$ cat config.mk
export PLATFORM = sky130hd
export DESIGN_NAME = instr_fetch
export DESIGN_NICKNAME = d
export VERILOG_FILES = /design/src/rtl/instr_fetch.sv
export SDC_FILE = /design/constraint.sdc
export NUM_CORES = 1
export LEC_CHECK = 0
export CAP_MARGIN = 20
export CORE_MARGIN = 2
export CORE_UTILIZATION = 37
export CTS_CLUSTER_DIAMETER = 40
export DETAILED_ROUTE_END_ITERATION = 8
export PLACE_DENSITY_LB_ADDON = 0.08
export SETUP_SLACK_MARGIN = 0.05
export SYNTH_ARGS = -nofsm -noshare
export SYNTH_HDL_FRONTEND = slang
export SYNTH_SLANG_ARGS = --single-unit
$ cat constraint.sdc
create_clock -name clk -period 1.3 [get_ports clk]
set_input_delay 0.26 -clock clk [delete_from_list [all_inputs] [get_ports clk]]
set_output_delay 0.26 -clock clk [all_outputs]
set_load 0.1 [all_outputs]
$ cat src/rtl/instr_fetch.sv
// Fetch stage: drives the PC to an asynchronous ROM and registers the returned
// instruction toward decode over a valid/ready handshake, with jump, stall and halt.
module instr_fetch #(
  parameter int                 ADDR_W   = 8,
  parameter int                 INSTR_W  = 35,
  parameter logic [ADDR_W-1:0]  RESET_PC = {ADDR_W{1'b0}}
) (
  input  logic               clk,
  input  logic               reset,
  output logic [ADDR_W-1:0]  rom_addr,
  input  logic [INSTR_W-1:0] rom_data,
  output logic [INSTR_W-1:0] instr,
  output logic [ADDR_W-1:0]  instr_pc,
  output logic               instr_valid,
  input  logic               instr_ready,
  input  logic               jump_en,
  input  logic [ADDR_W-1:0]  jump_addr,
  input  logic               halt,
  output logic               halted
);

  typedef enum logic [0:0] {
    RUN    = 1'b0,
    HALTED = 1'b1
  } state_e;

  state_e             state_q, state_d;
  logic [ADDR_W-1:0]  pc_q, pc_d;
  logic [INSTR_W-1:0] instr_q, instr_d;
  logic [ADDR_W-1:0]  instr_pc_q, instr_pc_d;
  logic               instr_valid_q, instr_valid_d;
  logic               halted_q, halted_d;

  logic               transfer_s;
  logic               slot_free_s;

  assign transfer_s  = instr_valid_q && instr_ready;
  assign slot_free_s = !instr_valid_q || instr_ready;

  // Next-state logic: jump beats halt beats capture; otherwise the slot is stalled.
  always_comb begin
    state_d       = state_q;
    pc_d          = pc_q;
    instr_d       = instr_q;
    instr_pc_d    = instr_pc_q;
    instr_valid_d = instr_valid_q;
    halted_d      = halted_q;
    case (state_q)
      RUN: begin
        if (jump_en) begin
          pc_d          = jump_addr;
          instr_valid_d = 1'b0;
        end else if (halt) begin
          state_d  = HALTED;
          halted_d = 1'b1;
          if (transfer_s) begin
            instr_valid_d = 1'b0;
          end else begin
            instr_valid_d = instr_valid_q;
          end
        end else if (slot_free_s) begin
          instr_d       = rom_data;
          instr_pc_d    = pc_q;
          instr_valid_d = 1'b1;
          pc_d          = pc_q + {{(ADDR_W-1){1'b0}}, 1'b1};
        end else begin
          pc_d          = pc_q;
          instr_valid_d = instr_valid_q;
        end
      end
      HALTED: begin
        halted_d = 1'b1;
        if (transfer_s) begin
          instr_valid_d = 1'b0;
        end else begin
          instr_valid_d = instr_valid_q;
        end
      end
      default: begin
        state_d       = RUN;
        halted_d      = 1'b0;
        instr_valid_d = 1'b0;
      end
    endcase
  end

  // State registers with synchronous reset that overrides every other request.
  always_ff @(posedge clk) begin
    if (reset) begin
      state_q       <= RUN;
      pc_q          <= RESET_PC;
      instr_q       <= {INSTR_W{1'b0}};
      instr_pc_q    <= {ADDR_W{1'b0}};
      instr_valid_q <= 1'b0;
      halted_q      <= 1'b0;
    end else begin
      state_q       <= state_d;
      pc_q          <= pc_d;
      instr_q       <= instr_d;
      instr_pc_q    <= instr_pc_d;
      instr_valid_q <= instr_valid_d;
      halted_q      <= halted_d;
    end
  end

  assign rom_addr    = pc_q;
  assign instr       = instr_q;
  assign instr_pc    = instr_pc_q;
  assign instr_valid = instr_valid_q;
  assign halted      = halted_q;

endmodule

* Yosys cells after proc, flatten, opt, wreduce, memory -nomap -nowiden
Index checks and enable logic that the tools add are counted.
Operators by class: add/sub/neg operators 1, eq/ne operators 4, mux-type cells 14, bitwise operators 3, reduce and logical (&&, ||, !) cells 7
Operators with widths (count):
- 2-to-1 mux 8 bit | 3
- 2-to-1 mux 1 bit | 9
- adder 8 x 1 -> 8 bit (second input constant) | 1
- != test 2 bit (second input constant) | 3
- != test 4 bit (second input constant) | 1
- one-hot mux 1 bit (2 select lines) | 2
- AND reduction 4 bit | 1
- NOT 1 bit | 3
- AND reduction 3 bit | 1
- AND reduction 2 bit | 1
- nonzero test 2 bit | 1
- logical AND 1 bit | 1
- zero test 1 bit | 1
- logical OR 1 bit | 1
Word-level totals: flip-flop bits (word level) 54, word-level logic and storage cells 35

* Depth between registers and ports, before layout
depth after elaboration 6, depth in mapped cells 6

* Least setup slack after synthesis
Ideal clock, no wire load.
path type register -> register, from register instr_valid_q (netlist: instr_valid), to register instr_q[0] (netlist: instr[0]), data arrival time 1961 ps, data required time 1230 ps, setup slack -732 ps, stages on the path, launching flop included 7, path buffers 2, clock period less this slack 2032 ps, cells stage by stage dfxtp_1 -> nor2b_2 -> or4_1 -> buf_2 -> buf_6 -> nand2_1 -> a21oi_1
Between the ends: word-level cells in the longest chain between the ends 3
RTL lines:
- start: declaration | RTL line 31 | logic instr_valid_q, instr_valid_d;
- start signal: assignment | RTL line 101 | instr_valid_q <= instr_valid_d;
- zero test 1 bit | RTL line 38 | assign slot_free_s = !instr_valid_q || instr_ready;
- logical OR 1 bit | RTL line 38
- AND reduction 4 bit (no source line)
- end signal: assignment | RTL line 92 | instr_q <= {INSTR_W{1'b0}};
- end signal: assignment | RTL line 99 | instr_q <= instr_d;
- end: declaration | RTL line 29 | logic [INSTR_W-1:0] instr_q, instr_d;
No other way between the ends. A chain may end at the register's enable or synchronous reset.

* Final worst setup path
from register instr_valid_q (netlist: instr_valid), to register instr_q[11] (netlist: instr[11])
Same word-level chain as after synthesis.

==> impl_metrics.ini <==
[floorplanning]
start_util_pct = 38.6
io_pins = 101
fp.dieH_um = 80.2
die_w_um = 80.2
fp.coreArea_mm2 = 0.00557
rows = 27
die_area_mm2 = 0.00644

[route]
drt_iter0_markers = 118
wl_per_cell_um = 13.9
highest_layer = met4
vias = 2246
met1_length_um = 2680
ant_nets = 0
postRouteWirelength_um = 6270
detail_route.first_pass.iterations = 4
viasPerCell = 4.98
met2_length_um = 3070
wl_met3_um = 475
drc = 0

[layout]
finalCoreUtilization_pct = 73.5
finalNetCount = 427
area_delta_synth_final_pct = 90.5
fillers = 413
final_layout_size_suffix_gt1_share_pct = 30.6
antenna_cells = 0
design_area_mm2 = 0.00410

[sta]
setup_violations = 44
whs_ns = 0.259
post-route-period-util_pct = 107
fin_crit_ns = 1.40
relSlewSlack_pct = 83.1
fin_ws_ns = -0.0952
hold_viol_final = 0
skew_ns = 0.00673
fmax_mhz = 717
drv_slew = 0
tightestPinTransition_ns = 0.252
rsz0062_at_grt = true

[clock_tree]
clockBufferDepth = 2
clk_latency_ns = 0.30
hold_buffers = 0
path_clk_slew_ns = 0.09
cts_tree = built
cts_buffers = 5
cts_root_buf = clkbuf_8
cts.sinks = 54
htree_levels = 2

[yosys]
synthCells = 264
syn_nets = 313
yosysSeqAreaShare_pct = 50.3
synth_edf_count = 0
syn_area_per_cell_um2 = 8.14
synth_cell_types = 34
netlist_area_mm2 = 0.00215
yosys_warnings = 0
synth_seq_cells = 54
ys.flop_type = dfxtp_1
synth-async-reset-ratio_pct = 0

[grt]
track_usage_pct = 20.0
grt_max_degree = 31
overflow = 0
grt_pass1_vias = 2174
grt_first_pass_wirelength_um = 10200
antenna_found_initial = 0

[worst_setup_path]
cp_slowest_stage_delay_ns = 0.45
required_ns = 1.49
cp_max_fo = 30
crit_slowest_cell = or4_4
cp_cell_sequence = nor2b_4, or4_4, buf_12, nand2_1, a21oi_2
cp-end-kind = flip-flop
critPathLaunchType = flip-flop
path_class = reg -> reg
rrSetupSlack_ns = -0.1
crit_arrival_ns = 1.59

[power_and_ir_drop]
vdd_drop_max_uv = 748
pwr_density_cell_mw_per_mm2 = 1060
p_leak_nw = 1.52

[min_path]
hp-class = in -> reg

[place]
hpwl_um = 4500
dp_slack_ns = -0.506
io_buffers = 100
gp_congestion = 0.849
dpl-instance-area_mm2 = 0.00386

[run_status]
violations = setup timing
status = complete, but fails checks

[flow_run]
maxCapViolCount = 0
==> stage by stage <==
stage / std cells / setup TNS (ns) / total power, W
floorplan: 264 / -10.66 / 0.00265
global placement: 442 / -23.22 / 0.00324
detailed placement: 442 / -23.77 / 0.00326
CTS: 451 / -2.32 / 0.00437
global route: 451 / -4.87 / 0.00453
finish: 451 / -2.47 / 0.00434
==> what timing repair did <==
| item | in CTS | in global routing |
|---|---|---|
| buffers inserted | 1 | 0 |
| gates resized for setup | 21 | 12 |
| gates cloned | 0 | 0 |
| pin swaps | 3 | 1 |
| hold endpoints to repair | 0 | 0 |
| setup endpoints to repair | 53 | 53 |
==> synthesized netlist by cell type (2+ instances only) <==
| library cell | instances | area share [%] |
|---|---|---|
| or3_1 | 3 | 0.87 |
| buf_2 | 3 | 0.70 |
| a31oi_1 | 2 | 0.58 |
| inv_1 | 3 | 0.52 |
| o32ai_1 | 2 | 0.82 |
| nor4_1 | 2 | 0.58 |
| buf_6 | 9 | 4.7 |
| a21oi_1 | 53 | 12 |
| dfxtp_1 | 54 | 50 |
| or4_1 | 2 | 0.70 |
| o21a_1 | 3 | 1.0 |
| clkbuf_1 | 5 | 0.87 |
| nand3_1 | 4 | 0.93 |
| a311oi_1 | 2 | 0.82 |
| nor3_1 | 2 | 0.47 |
| nor2_1 | 5 | 0.87 |
| o21ai_0 | 5 | 1.2 |
| nand2_1 | 88 | 15 |
| o31ai_1 | 2 | 0.70 |
==> critical path, delay by kind of cell, from the launching register on <==
family                 cells  cell delay (ns)
AOI/OAI and AO/OA          1             0.07
buffers and inverters      1             0.19
and+or+nand+nor            3             0.69
DFF                        1             0.35
==> power breakdown <==
group	internal [W]	switching, W	total [W]
sequential	0.00173	0.000103	0.00184
combinational	0.000578	0.000852	0.00143
clock	0.000551	0.000522	0.00107
==> per-layer routing <==
layer / global-route usage, % / vias up
met5: 0 / -
met4: 5.08 / 0
met3: 6.29 / 4
met2: 33.8 / 85
met1: 24.7 / 1039
li1: - / 1118
==> state kept, by name, summed over array words and instances (netlist names) <==
| name | flops |
|---|---|
| instr | 35 |
| halted | 1 |
| rom_addr | 8 |
| instr_valid | 1 |
| instr_pc | 8 |
| state_q | 1 |
==> final cells by class <==
class                      instances  area [um2]  share of cell area, %
sequential                        54        1110                   27.2
clock buffer                       8         111                   2.72
inverter                           5        20.0                  0.489
tap                               72        90.1                   2.20
timing repair buffer             125        1750                   42.6
multi-input combinational        187        1020                   24.8
==> layout by cell type (no fill, tap or decap), types with 2 or more instances in the layout <==
master            n
o21ai_1           3
or3_1             3
dlygate4sd2_1     3
inv_1             3
a31oi_1           2
nand2_1          86
buf_4            18
a21oi_1          48
clkdlybuf4s50_1  43
a311oi_1          2
buf_12           54
dfxtp_4           8
o31ai_2           2
nand3_1           3
o21a_1            2
nor4_1            2
nand2_2           2
a21oi_2           5
dfxtp_1          45
buf_6             6
o21ai_0           3
nor2_1            5
clkbuf_8          6
==> logic make-up after synthesis <==
family                     synth area share [%]
muxes                                     0.466
AOI/OAI and AO/OA                          18.9
adders and majority gates                 0.582
buffers and inverters                      7.33
DFF                                        50.3
and+or+nand+nor                            22.4
==> worst paths after layout <==
check / from / endpoint / cells after the start
setup / recovery: instr_valid / instr[11] / 5
hold / removal: reset / rom_addr[4] / 2
setup reg to reg: instr_valid / instr[11] / 5
hold reg to reg: instr[1] / instr[1] / 2
No activity file was read; power rests on OpenSTA's default activity.
